## config.mk

```make
export PLATFORM = sky130hd
export DESIGN_NAME = rs_dec_syndrome_calc_param
export DESIGN_NICKNAME = d
export VERILOG_FILES = /design/src/rtl/rs_dec_syndrome_calc_param.sv
export SDC_FILE = /design/constraint.sdc
export NUM_CORES = 1
export LEC_CHECK = 0
export ABC_AREA = 1
export ABC_CLOCK_PERIOD_IN_PS = 3800
export BUFFER_PORTS_ARGS = -buffer_cell sky130_fd_sc_hd__buf_2
export CORE_ASPECT_RATIO = 1.1
export CORE_UTILIZATION = 60
export CTS_CLUSTER_SIZE = 28
export DETAILED_ROUTE_END_ITERATION = 7
export MAX_ROUTING_LAYER = met4
export PLACE_DENSITY = 0.9
export SLEW_MARGIN = 10
export SYNTH_ARGS = -nofsm -noshare
export SYNTH_HDL_FRONTEND = slang
export SYNTH_SLANG_ARGS = --single-unit
```

## constraint.sdc

```tcl
create_clock -name i_clk -period 3.8 [get_ports i_clk]
set_input_delay 0.19 -clock i_clk [delete_from_list [all_inputs] [get_ports i_clk]]
set_output_delay 0.19 -clock i_clk [all_outputs]
set_load 0.01 [all_outputs]
```

## src/rtl/rs_dec_syndrome_calc_param.sv

```systemverilog
// Reed-Solomon syndrome calculator over GF(2^8) (poly 0x11D); o_ready 1 cycle after the last symbol strobe.
// Optional erasure substitution/counting when ERASURE_EN is defined; no backpressure, gaps in i_data_sync held.
module rs_dec_syndrome_calc_param #(
    parameter int NSYND     = 4,
    parameter int FRAME_LEN = 32,
    parameter int FCR       = 0,
    parameter int CNT_W     = 8
) (
    input  logic                 i_clk,
    input  logic                 i_res,
    input  logic                 i_frame_sync,
    input  logic [7:0]           i_data,
    input  logic                 i_data_sync,
`ifdef ERASURE_EN
    input  logic                 i_erasure,
    output logic [CNT_W-1:0]     o_eras_cnt,
    output logic                 o_eras_ovf,
`endif
    output logic [NSYND*8-1:0]   o_synd,
    output logic                 o_err_flag,
    output logic                 o_ready,
    output logic                 o_overrun,
    output logic                 o_busy
);

    typedef enum logic {S_IDLE = 1'b0, S_ACC = 1'b1} state_t;

    function automatic logic [7:0] f_xtime(input logic [7:0] a);
        return {a[6:0], 1'b0} ^ (a[7] ? 8'h1D : 8'h00);
    endfunction

    function automatic logic [7:0] f_alpha_pow(input int k);
        logic [7:0] p;
        p = 8'h01;
        for (int n = 0; n < (k % 255); n++) p = f_xtime(p);
        return p;
    endfunction

    // With c an elaboration constant this collapses to a fixed XOR network.
    function automatic logic [7:0] f_mul_const(input logic [7:0] a, input logic [7:0] c);
        logic [7:0] col;
        logic [7:0] r;
        r   = 8'h00;
        col = c;
        for (int b = 0; b < 8; b++) begin
            if (a[b]) r = r ^ col;
            col = f_xtime(col);
        end
        return r;
    endfunction

    state_t               r_state;
    state_t               w_state_nxt;
    logic [CNT_W-1:0]     r_cnt;
    logic [7:0]           r_acc [NSYND];
    logic [7:0]           w_acc_nxt [NSYND];
    logic [NSYND*8-1:0]   w_synd_nxt;
    logic [NSYND*8-1:0]   r_synd;
    logic                 r_err;
    logic                 r_ready;
    logic                 r_ovr;
    logic [7:0]           w_sym;
    logic                 w_last;
    logic                 w_start;
    logic                 w_done;
    logic                 w_restart;
    logic                 w_absorb;

`ifdef ERASURE_EN
    logic [CNT_W-1:0]     r_era_cnt;
    logic [CNT_W-1:0]     w_era_nxt;
    logic [CNT_W-1:0]     r_eras_cnt;
    logic                 r_eras_ovf;

    assign w_sym      = i_erasure ? 8'h00 : i_data;
    assign w_era_nxt  = r_era_cnt + (i_erasure ? CNT_W'(1) : CNT_W'(0));
    assign o_eras_cnt = r_eras_cnt;
    assign o_eras_ovf = r_eras_ovf;
`else
    assign w_sym = i_data;
`endif

    for (genvar g = 0; g < NSYND; g++) begin : g_root
        localparam logic [7:0] ROOT = f_alpha_pow(FCR + g);
        assign w_acc_nxt[g]          = f_mul_const(r_acc[g], ROOT) ^ w_sym;
        assign w_synd_nxt[8*g +: 8]  = w_acc_nxt[g];
    end

    assign w_last = i_data_sync && (r_cnt == CNT_W'(FRAME_LEN - 1));

    always_ff @(posedge i_clk or posedge i_res) begin
        if (i_res) r_state <= S_IDLE;
        else       r_state <= w_state_nxt;
    end

    always_comb begin
        w_state_nxt = r_state;
        case (r_state)
            S_IDLE:  if (i_frame_sync) w_state_nxt = S_ACC;
            S_ACC:   if (w_last)       w_state_nxt = S_IDLE;
            default: w_state_nxt = S_IDLE;
        endcase
    end

    // The final symbol wins over a coincident sync: the old frame completes.
    always_comb begin
        w_done    = (r_state == S_ACC) && w_last;
        w_restart = (r_state == S_ACC) && i_frame_sync && !w_last;
        w_start   = ((r_state == S_IDLE) && i_frame_sync) || w_restart;
        w_absorb  = (r_state == S_ACC) && i_data_sync && !w_restart;
        o_busy    = (r_state == S_ACC);
    end

    always_ff @(posedge i_clk or posedge i_res) begin
        if (i_res) begin
            r_cnt   <= '0;
            r_synd  <= '0;
            r_err   <= 1'b0;
            r_ready <= 1'b0;
            r_ovr   <= 1'b0;
            for (int g = 0; g < NSYND; g++) r_acc[g] <= 8'h00;
        end else begin
            r_ready <= w_done;
            r_ovr   <= w_restart;
            if (w_start) begin
                for (int g = 0; g < NSYND; g++) r_acc[g] <= i_data_sync ? w_sym : 8'h00;
                r_cnt <= i_data_sync ? CNT_W'(1) : CNT_W'(0);
            end else if (w_absorb) begin
                for (int g = 0; g < NSYND; g++) r_acc[g] <= w_acc_nxt[g];
                r_cnt <= r_cnt + CNT_W'(1);
            end
            if (w_done) begin
                r_synd <= w_synd_nxt;
                r_err  <= |w_synd_nxt;
            end
        end
    end

`ifdef ERASURE_EN
    always_ff @(posedge i_clk or posedge i_res) begin
        if (i_res) begin
            r_era_cnt  <= '0;
            r_eras_cnt <= '0;
            r_eras_ovf <= 1'b0;
        end else begin
            if (w_start)
                r_era_cnt <= (i_data_sync && i_erasure) ? CNT_W'(1) : CNT_W'(0);
            else if (w_absorb)
                r_era_cnt <= w_era_nxt;
            if (w_done) begin
                r_eras_cnt <= w_era_nxt;
                r_eras_ovf <= (w_era_nxt > CNT_W'(NSYND));
            end
        end
    end
`endif

    assign o_synd     = r_synd;
    assign o_err_flag = r_err;
    assign o_ready    = r_ready;
    assign o_overrun  = r_ovr;

endmodule
```

# After elaboration in Yosys (flattened, before gate mapping)
# Index checks and enable logic that the tools add are counted.
dict set report totals {
  regBits 76
  wordCells 98
  output_inout_bits 36
  input_bits 12
}
dict set report classes {
  n_reduce_logical 12
  eq_ne 1
  n_bitwise 33
  add_sub_neg 1
  n_mux 41
}
# cell count
set ops {}
lappend ops {{32-bit two-way mux} 2}
lappend ops {{8-bit two-way mux} 7}
lappend ops {{6-bit two-way mux} 6}
lappend ops {{5-bit two-way mux} 7}
lappend ops {{7-bit two-way mux} 5}
lappend ops {{32-bit OR reduction} 1}
lappend ops {{8-bit XOR} 4}
lappend ops {{4-bit inverter} 6}
lappend ops {{1-bit inverter (first input constant)} 22}
lappend ops {{4-bit two-way mux} 4}
lappend ops {{3-bit two-way mux} 3}
lappend ops {{8-bit by 1-bit adder with 8-bit output (second input constant)} 1}
lappend ops {{8-bit by 5-bit == test with 1-bit output (second input constant)} 1}
lappend ops {{1-bit logical AND} 7}
lappend ops {{1-bit two-way mux} 4}
lappend ops {{2-bit two-way mux} 2}
lappend ops {{1-bit logical NOT} 2}
lappend ops {{1-bit case mux with 2 select lines} 1}
lappend ops {{2-bit nonzero test} 1}
lappend ops {{1-bit logical OR} 1}
lappend ops {{1-bit inverter} 1}

# Logic depth before layout (Yosys ltp)
dict set report logic_depth {
  ltp_word 14
  ltp_mapped 12
  mapped_depth_nobuf 11
}

# Worst setup path before layout
# No wires, ideal clock.
dict set report synth_path {
  path_kind {reg-to-reg}
  start {reg r_cnt[0]}
  end {reg r_acc[19] (netlist name)}
  setup_slack_ps 2266
  t_required_ps 3677
  n_path_buf 2
  setup_ps 123
  stages_incl_launch_ff 10
  arrival_ps 1411
  synth_period_minus_slack_ps 1534
  cell_sequence {dfrtp_1 > ha_1 > nand2_1 > nor2_1 > nand3_2 > nand2_2 > buf_6 > buf_6 > a21oi_1 > a21oi_2}
}
dict set report synth_via {
  elab_chain_len 7
  word_cells_on_any_way 9
  cone_classes {eq/ne: 1; mux: 1; reduce/logical: 7}
}
# item line_no
set synth_rtl {}
lappend synth_rtl {{start, declared} 54} ;# logic [CNT_W-1:0] r_cnt;
lappend synth_rtl {{start signal, assigned} 127} ;# r_cnt <= i_data_sync ? CNT_W'(1) : CNT_W'(0);
lappend synth_rtl {{start signal, assigned} 130} ;# r_cnt <= r_cnt + CNT_W'(1);
lappend synth_rtl {{8-bit by 5-bit == test with 1-bit output (*)} 89} ;# assign w_last = i_data_sync && (r_cnt == CNT_W'(FRAME_LEN - 1));
lappend synth_rtl {{1-bit logical AND (*)} 89}
lappend synth_rtl {{1-bit logical NOT (*)} 108} ;# w_restart = (r_state == S_ACC) && i_frame_sync && !w_last;
lappend synth_rtl {{1-bit logical AND (*)} 108}
lappend synth_rtl {{1-bit logical NOT} 110} ;# w_absorb = (r_state == S_ACC) && i_data_sync && !w_restart;
lappend synth_rtl {{1-bit logical AND} 110}
lappend synth_rtl {{2-bit nonzero test (no source line)} n/a}
lappend synth_rtl {{end, declared} 55} ;# logic [7:0] r_acc [NSYND];
# Every way passes the cells marked *; elsewhere a longest branch is shown, timed or not.
# A chain may end at the register's enable or synchronous reset.

# Worst setup path after layout
dict set report layout_path {
  start {reg r_state (netlist: o_busy)}
  end {reg r_cnt[6]}
}
dict set report layout_via {
  elab_chain_len 5
  word_cells_on_any_way 10
  cone_classes {mux: 1; bitwise: 1; reduce/logical: 8}
}
# item line_no
set layout_rtl {}
lappend layout_rtl {{start, declared} 52} ;# state_t r_state;
lappend layout_rtl {{start signal, assigned} 93} ;# else r_state <= w_state_nxt;
lappend layout_rtl {{1-bit logical AND (2 in a row)} 108}
lappend layout_rtl {{1-bit logical NOT} 110}
lappend layout_rtl {{1-bit logical AND} 110}
lappend layout_rtl {{2-bit nonzero test (no source line)} n/a}
# Parallel ways exist; a longest one is shown, timed or not.

==> flow_summary_export.csv <==
group,metric,value,unit
outcome,status,"finished clean",
floorplan,die_h,88.48,um
clock_tree,cts_setup_buffers,0,
synthesis,syn-num-nets,600,
worst_setup_path,cp_common_cell,"nand2_1",
clock_tree,cts_buffer_depth,2,
sta,setup_viol,0,
worst_setup_path,start_kind,"flop",
place,numPortBuffers,47,
synthesis,yosysSeqAreaShare,46.63,%
cells_and_area,syn2layout_area_growth,10.40,%
synthesis,synth_top_area_share,46.63,%
worst_hold_path,hold_path.class,"primary input to flop",
sta,min_period,2.309,ns
floorplan,num_rows,31,
synthesis,synth_warnings,0,
floorplan,dieArea,7132,um2
route,vias,3979,
cells_and_area,drive_gt1_share,13.54,%
worst_setup_path,slowest_stage,"inv_1",
floorplan,core,6594,um2
synthesis,synth.area.top_cells,"dfrtp_1, nand2_1, a21oi_1, nor2_1, inv_1",
pwr,p_per_area,415.7,nW/um2
place,dp_slack,1.527,ns
floorplan,die_w,80.62,um
route,initialDrtViolationCount,365,
clock_tree,cts_tree,"done",
sta,setup_tns,0,ns
place,postPlaceCellArea,4323,um2
synthesis,synth.largest_area_cell,"dfrtp_1",
clock_tree,clock_latency,0.37,ns
synthesis,ys_seq_elements,76,
route,wl_per_cell,14.40,um
sta,fin_skew,0.01081,ns
clock_tree,cts_buffers,9,
worst_setup_path,critical_path.cell_chain,"nand2_1 -> nand2_1 -> buf_4 -> inv_1 -> nor3_1 -> nand2_1 -> o21ai_1 -> a21oi_1",
sta,final_hold_viol_count,0,
worst_hold_path,min_from,"i_frame_sync",
clock_tree,ctsResizeCount,0,
worst_setup_path,r2r_cells,8,
worst_hold_path,hold_depth,3,
worst_setup_path,r2r-start,"o_busy",
worst_setup_path,critPathCaptureType,"flop",
global_route,grtUsageTotal,32.76,%
synthesis,syn_avg_cell_area,6.949,um2
worst_hold_path,worstHoldEndpoint,"o_overrun",
cells_and_area,antennaDiodeCount,0,
worst_setup_path,required,4.06,ns
cells_and_area,final_area,4503,um2
worst_setup_path,r2r_end,"r_cnt[6]",
clock_tree,cts-htree-levels,3,
sta,hold_ws,0.1091,ns
floorplan,ios,48,
worst_setup_path,cp_max_fo,39,
place,gp_congestion,0.9852,
cells_and_area,n_fill_cell,541,
synthesis,ys_types,26,
pwr,vdd_drop_max,0.0002318,V
global_route,grt_pass1_wl,16.84,mm
cells_and_area,ff_latch_area,1902,um2
cells_and_area,multi_input_area,1839,um2
run,maxCapViolCount,0,
worst_setup_path,crit_type,"flop to flop",
route,drt-total-wl,10.33,mm
worst_setup_path,crit_arrival,2.57,ns
worst_setup_path,reg2reg_slack,1.49,ns
worst_setup_path,critPathBufInv,2,
route,first_pass_iters,6,
route,viasPerCell,5.550,
cells_and_area,final_util,68.29,%
worst_setup_path,max_stage_delay,0.59,ns
sta,final_max_slew_viol_count,0,
sta,rsz0062_at_grt,"no",
synthesis,synth_area,4079,um2
clock_tree,path_clk_slew,0.08,ns
sta,fmax,433.0,MHz
global_route,overflow,0,
global_route,grt_pass1_vias,3571,
sta,post-route-period-util,60.77,%
clock_tree,cts_root_buf,"clkbuf_8",
route,route.detailed.drc,0,
sta,setup_slack,1.491,ns
pwr,cellLeakagePower,2.646,nW
cells_and_area,nets,643,
place,dp_hpwl,7.504,mm
synthesis,syn_inst,587,
floorplan,initial_core_util,61.86,%
global_route,antenna_found_initial,0,
sta,tightest_slew,1.150,ns
route,drtAntennaViolNets,0,
clock_tree,cts_sinks,76,
worst_setup_path,cp_top_family,"buffers and inverters",
global_route,grt_max_degree,43,
sta,slew_headroom,23.28,%
kinds of logic after synthesis:
logic type | Yosys count | synth area share (%)
xor gates and xnor gates | 3 | 0.6443
buffers and inverters | 76 | 8.282
adders and majority gates | 1 | 0.3067
DFF | 76 | 46.63
and+or+nand+nor | 358 | 34.02
AOI/OAI and AO/OA | 73 | 10.12
routing by layer:
metal	track usage, %	part of all wire, %	vias to the layer above
li1	-	-	1888
met1	40.19	41	1836
met2	48.77	47	214
met3	10.31	7.7	41
met4	16.40	3.9	0
met5	-	0	-
cells in the mapped netlist:
cell type	number
nand2_1	272
dfrtp_1	76
nor2_1	64
a21oi_1	55
inv_1	53
a21oi_2	12
buf_2	11
nand3_1	11
clkbuf_1	6
nor3_1	4
buf_6	3
o21ai_0	3
o21ai_1	2
or2_2	2
xor2_1	2
buf_12	1
clkinv_1	1
ha_1	1
inv_2	1
nand2_2	1
nand3_2	1
nand4_1	1
nor2_2	1
nor3_2	1
o21a_1	1
xnor2_1	1
tightest hold or removal path: cells and delay by family:
kind	cells	cell delay [ns]
simple gates	1	0.06
buf+inv	2	0.20
flip-flops by register name (all words and copies together) (netlist names):
signal and flops:
o_err_flag 1, o_overrun 1, r_cnt 8, o_ready 1, o_busy 1, o_synd 32
r_acc 32
timing repair:
item / 4_1_cts / 5_1_grt
setup endpoints to repair: 0 / 0
hold buffers: 1 / 0
hold endpoints to repair: 34 / 0
layout by cell type, fill, tap and decap left out, types with 2 or more instances in the layout:
cell and count:
buf_4 5, inv_2 2, buf_2 47, o21ai_1 2, o21ai_0 3, inv_1 52
nor3_1 4, nor2_1 64, clkbuf_8 9, nand3_1 11, a21oi_1 55, a21oi_2 12
xor2_1 2, or2_2 2, clkbuf_1 2, clkinv_4 3, dfrtp_1 76, nand2_1 272
layout make-up:
type / instances / area share (%)
sequential: 76 / 42.23
multi-input combinational: 435 / 40.84
timing repair buffer: 53 / 6.280
inverter: 55 / 4.585
clock buffer: 11 / 2.917
tap: 82 / 2.278
clock inverter: 5 / 0.8614
where the power goes:
| group | internal [mW] | leakage [nW] | switching [mW] | total (mW) |
|---|---|---|---|---|
| Clock | 0.240 | 0.0835 | 0.316 | 0.555 |
| Combinational | 0.120 | 1.58 | 0.272 | 0.392 |
| Sequential | 0.861 | 0.986 | 0.0630 | 0.925 |
| Total | 1.22 | 2.65 | 0.651 | 1.87 |
metrics by stage:
stage,cells,power [mW]
6_report,717,1.872
3_5_place_dp,700,1.316
2_1_floorplan,587,1.208
3_3_place_gp,700,1.300
5_1_grt,717,1.974
4_1_cts,717,1.863
worst max-delay path by stage:
stage | startpoint | end | cells after the start
2_1_floorplan | i_res | o_busy | 1
3_3_place_gp | o_busy | r_cnt[6] | 8
3_5_place_dp | o_busy | r_cnt[6] | 8
4_1_cts | o_busy | r_cnt[6] | 8
5_1_grt | o_busy | r_cnt[6] | 8
6_report | o_busy | r_cnt[6] | 8
Note: power is estimated with default switching activity, not from simulation.
